==> config.mk <==
export PLATFORM = sky130hd
export DESIGN_NAME = piso_serializer
export DESIGN_NICKNAME = d
export VERILOG_FILES = /design/src/rtl/piso_serializer.sv
export SDC_FILE = /design/constraint.sdc
export NUM_CORES = 1
export LEC_CHECK = 0
export CELL_PAD_IN_SITES_DETAIL_PLACEMENT = 2
export CELL_PAD_IN_SITES_GLOBAL_PLACEMENT = 2
export CORE_ASPECT_RATIO = 1.2
export CORE_MARGIN = 3
export CORE_UTILIZATION = 31
export DETAILED_ROUTE_END_ITERATION = 8
export HOLD_SLACK_MARGIN = 0.08
export PLACE_DENSITY = 0.81
export SYNTH_ARGS = -nofsm -noshare
export SYNTH_HDL_FRONTEND = slang
export SYNTH_SLANG_ARGS = --single-unit
export TNS_END_PERCENT = 50
==> constraint.sdc <==
create_clock -name clk -period 1.7 [get_ports clk]
set_input_delay 0.255 -clock clk [delete_from_list [all_inputs] [get_ports clk]]
set_output_delay 0.255 -clock clk [all_outputs]
set_load 0.005 [all_outputs]
==> src/rtl/piso_serializer.sv <==
// ---------------------------------------------------------------------------
// piso_serializer
//   Parallel-in, serial-out transmitter. A WIDTH-bit word is taken through a
//   valid/ready load handshake and shifted out one bit per clock, qualified by
//   sout_valid, with sout_first marking the first bit of each word. A new word
//   may be accepted while the last bit of the current word is on sout, so
//   back-to-back words stream with no idle cycle between them.
//
// Parameters
//   WIDTH      word length in bits (2..32)
//   LSB_FIRST  0: MSB transmitted first, 1: LSB transmitted first
//
// Ports
//   clk         clock, all state updates on the rising edge
//   reset       asynchronous, active-high; clears all state
//   din         parallel word, sampled only on an accept edge
//   load_valid  din holds a word to send
//   load_ready  word can be accepted this cycle (combinational from state)
//   sout        serial data bit (registered)
//   sout_valid  sout carries a valid bit (registered)
//   sout_first  high with the first bit of each word (registered)
//   busy        word in progress
//
//   state | meaning
//   IDLE  | no word on sout, outputs held at 0
//   SHIFT | a word is being sent, cnt = index of the bit now on sout
// ---------------------------------------------------------------------------
module piso_serializer #(
  parameter int WIDTH     = 8,
  parameter bit LSB_FIRST = 1'b0
) (
  input  logic             clk,
  input  logic             reset,
  input  logic [WIDTH-1:0] din,
  input  logic             load_valid,
  output logic             load_ready,
  output logic             sout,
  output logic             sout_valid,
  output logic             sout_first,
  output logic             busy
);

  localparam int CW = (WIDTH > 1) ? $clog2(WIDTH) : 1;
  localparam logic [CW-1:0] LAST = CW'(WIDTH - 1);

  typedef enum logic {
    IDLE  = 1'b0,
    SHIFT = 1'b1
  } state_t;

  state_t           state, state_nx;
  logic [WIDTH-1:0] shreg, shreg_nx;
  logic [CW-1:0]    cnt, cnt_nx;
  logic             sout_nx, valid_nx, first_nx;
  logic             last_bit, accept;

  // Bit at the output end of a word, and the word moved one place toward it.
  function automatic logic head(input logic [WIDTH-1:0] w);
    return LSB_FIRST ? w[0] : w[WIDTH-1];
  endfunction

  function automatic logic [WIDTH-1:0] advance(input logic [WIDTH-1:0] w);
    return LSB_FIRST ? (w >> 1) : (w << 1);
  endfunction

  assign last_bit   = (state == SHIFT) && (cnt == LAST);
  assign load_ready = (state == IDLE) || last_bit;
  assign accept     = load_valid && load_ready;
  assign busy       = (state == SHIFT);

  always_ff @(posedge clk or posedge reset) begin
    if (reset) begin
      state      <= IDLE;
      shreg      <= '0;
      cnt        <= '0;
      sout       <= 1'b0;
      sout_valid <= 1'b0;
      sout_first <= 1'b0;
    end else begin
      state      <= state_nx;
      shreg      <= shreg_nx;
      cnt        <= cnt_nx;
      sout       <= sout_nx;
      sout_valid <= valid_nx;
      sout_first <= first_nx;
    end
  end

  always_comb begin
    state_nx = state;
    shreg_nx = shreg;
    cnt_nx   = cnt;
    sout_nx  = 1'b0;
    valid_nx = 1'b0;
    first_nx = 1'b0;

    // An accept on the last bit takes priority over returning to IDLE,
    // which is what keeps consecutive words gap-free.
    if (accept) begin
      state_nx = SHIFT;
      sout_nx  = head(din);
      shreg_nx = advance(din);
      cnt_nx   = '0;
      valid_nx = 1'b1;
      first_nx = 1'b1;
    end else if (state == SHIFT) begin
      if (last_bit) begin
        state_nx = IDLE;
      end else begin
        sout_nx  = head(shreg);
        shreg_nx = advance(shreg);
        cnt_nx   = cnt + 1'b1;
        valid_nx = 1'b1;
      end
    end
  end

endmodule

==> summary.md <==
| Metric | Value |
|---|---|
| Largest family of logic cells by synthesized area | multiplexers |
| Reg2Reg Setup Slack | 0.18 ns |
| Xor/xnor share of the synthesized area | 0% |
| Grt total ovfl | 0 |
| GRT Total Usage | 10.9% |
| Vias in the first global route | 427 |
| Initial Util | 34.2% |
| Hold WS | 0.322 ns |
| Post-layout min period | 1.62 ns |
| RSZ-0062 raised after global routing | false |
| Drt via density | 4.78 |
| Int Pwr | 911 µW |
| RR Endpoint | shreg[2] |
| TritonRoute pass-1 iters | 1 |
| Net switching power | 367 µW |
| Final wirelength | 1260 µm |
| Worst Setup End Kind | output port |
| Top Ports | 16 |
| Cell Area, Synth | 654 µm² |
| Flop pwr share | 38.9% |
| First-pass GRT wire length | 2070 µm |
| Longest Clk Path Bufs | 2 |
| # setup viols final | 0 |
| Slew Viols, Final | 0 |
| Power density cells | 1450 nW/µm² |
| Post-Synth Adder-Cell Area | 3.82% |
| Post-synthesis mux area share | 30.6% |
| Placer Congestion | 0.721 |
| Yosys warns | 0 |
| R2R cell count | 6 |
| Nets@finish | 80 |
| Endpoints failing hold | 0 |
| Number of clock buffers inserted by TritonCTS | 3 |
| Initial antenna violation count | 0 |
| WS Path Type | flip-flop to output port |
| Die area | 2700 µm² |
| Worst Tran Pin Value | 0.520 ns |
| TNS Setup | 0 ns |
| Post-route setup slack | 0.0810 ns |
| Cells after synthesis | 46 |
| # DRC | 0 |
| Worst-Skew Late Latency | 0.27 ns |
| Detailed Route Iter0 Violations | 0 |
| Clk network pwr share | 14.5% |
| Fmax | 618 MHz |
| Placement Rows | 17 |
| I/O Buffers | 15 |
| Layout area overhead | 34.8% |
| Routed wire per std cell | 14.8 µm |
| Root Driver | clkbuf_4 |
| Die X | 47.9 µm |
| Chip Height | 56.3 µm |
| Register Area | 325 µm² |
| Place WS | 0.0215 ns |
| Compound-gate portion of the synthesized area | 0.765% |
| CTS tree | built |
| Leak pwr | 0.000412 µW |
| Crit Path Max Fanout | 2 |
| Post-Syn Nets | 59 |
| Clock Skew | 0.00884 ns |
| Core area | 1910 µm² |
| ANT cells | 0 |
| Synth area leader | dfrtp_1 |
| Worst EP arrival | 1.36 ns |
| Max-Cap Viols | 0 |
| Antenna Violating Nets Remaining | 0 |
| Period utilization | 95.2% |
| Layout cells sized above 1 | 37.9% |
| Pin count of the biggest net entering global routing | 14 |
| #FFs+latches synth | 13 |
| Top-area cell type share of the netlist area | 49.7% |
| Fillers | 193 |
| DP HPWL | 917 µm |
| Crit path required time | 1.44 ns |
| Slew margin rel. | 65.3% |
| Hold Crit Class | input port to asynchronous set/reset pin |
| Unique cell type count in the Yosys netlist | 18 |
| Crit start category | flip-flop |
| Sink Count | 13 |
| Reg2reg start | cnt[1] |
| Synth Area in Simple Gates | 9.37% |
| Status | finished clean |
| H-tree depth | 1 |
| Sw frac | 28.7% |
| Multi-input gate area | 307 µm² |
| Vias | 406 |
| Sequential area share after synthesis | 49.7% |
| Gate power share | 46.6% |
| Area contributors post-synth | dfrtp_1, mux2_2, mux2_4 |
| Worst ir drop on vdd | 0.607 mV |
| Syn avg cell area | 14.2 µm² |
| Clk slew on worst S/H paths | 0.08 ns |
worst max-delay path, cell delays in order, from the launching register on:
cell and delay (ns):
dfrtp_1 0.39, ha_2 0.20, ha_4 0.16, nor2b_4 0.11
inv_2 0.04, clkdlybuf4s15_1 0.19
power groups by stage:
stage	clock network (µW)	logic, µW	registers (µW)
finish	185	596	497
CTS	203	605	498
floorplan	0	395	485
detailed placement	0	550	500
global route	216	668	514
global placement	0	532	496
routing by layer:
| layer | up-vias | global-route usage (%) | part of all wire (%) |
|---|---|---|---|
| met3 | 2 | 1.92 | 3.7 |
| met5 | - | 0 | 0 |
| li1 | 195 | - | - |
| met1 | 197 | 14.1 | 44 |
| met2 | 12 | 16.4 | 49 |
| met4 | 0 | 5.77 | 2.2 |
registers in the layout, summed over array words and instances (netlist names):
| register | flops |
|---|---|
| shreg | 7 |
| busy | 1 |
| sout_first | 1 |
| cnt | 3 |
| sout | 1 |
kinds of logic (layout without fill, tap and decap cells):
kind of cell    Yosys count  count (layout)
fa+ha+maj                 2               2
simple gates              9               9
flops                    13              13
buf+inv                   5              25
compound gates            1               1
mux                      16              16
layout by cell type (no fill, tap or decap), types with 2 or more instances in the layout:
master | synthesis | layout
buf_4 | 1 | 3
clkbuf_4 | 0 | 3
clkdlybuf4s50_1 | 0 | 14
dfrtp_1 | 13 | 13
mux2_2 | 8 | 8
mux2_4 | 6 | 6
mux2i_1 | 2 | 2
nand2b_1 | 2 | 2
what timing repair did:
item	CTS	global route
hold buffers	0	0
setup endpoints to repair	1	0
resized for setup	5	0
setup buffers	2	0
per-stage QoR:
stage          instances  total power (µW)  utilization (%)  instance area (µm²)
2_1_floorplan         46               880                -                  654
3_3_place_gp          79              1030             43.1                  826
3_5_place_dp          79              1050             43.1                  826
4_1_cts               85              1310             46.1                  882
5_1_grt               85              1400             46.1                  882
6_report              85              1280             46.1                  882
how the worst max path moves through the flow:
stage / from / to / slack (ns)
finish: cnt[1] / load_ready / 0.08
global route: cnt[1] / load_ready / 0.0004
CTS: cnt[1] / load_ready / 0.05
detailed placement: cnt[0] / load_ready / 0.02
global placement: cnt[0] / load_ready / 0.06
floorplan: cnt[0] / shreg[2] / 0.21
synth_stat cells:
| library cell | n |
|---|---|
| nand2_1 | 1 |
| dfrtp_1 | 13 |
| nor2_1 | 1 |
| mux2_2 | 8 |
| inv_2 | 1 |
| nor2b_4 | 1 |
| nand2b_1 | 2 |
| and2_1 | 1 |
| inv_1 | 1 |
| o21ai_0 | 1 |
| ha_1 | 2 |
| nand3b_1 | 1 |
| buf_4 | 1 |
| mux2i_1 | 2 |
| nor2b_1 | 1 |
| mux2_4 | 6 |
| and2b_1 | 1 |
| buf_6 | 2 |
layout make-up:
type / instances / area share (%)
Clock buffer: 4 / 2.98
Sequential cell: 13 / 36.9
Tap cell: 19 / 2.70
Inverter: 2 / 0.851
Multi-Input combinational cell: 28 / 34.8
Timing Repair Buffer: 19 / 21.8
No activity file was read; power rests on OpenSTA's default activity.
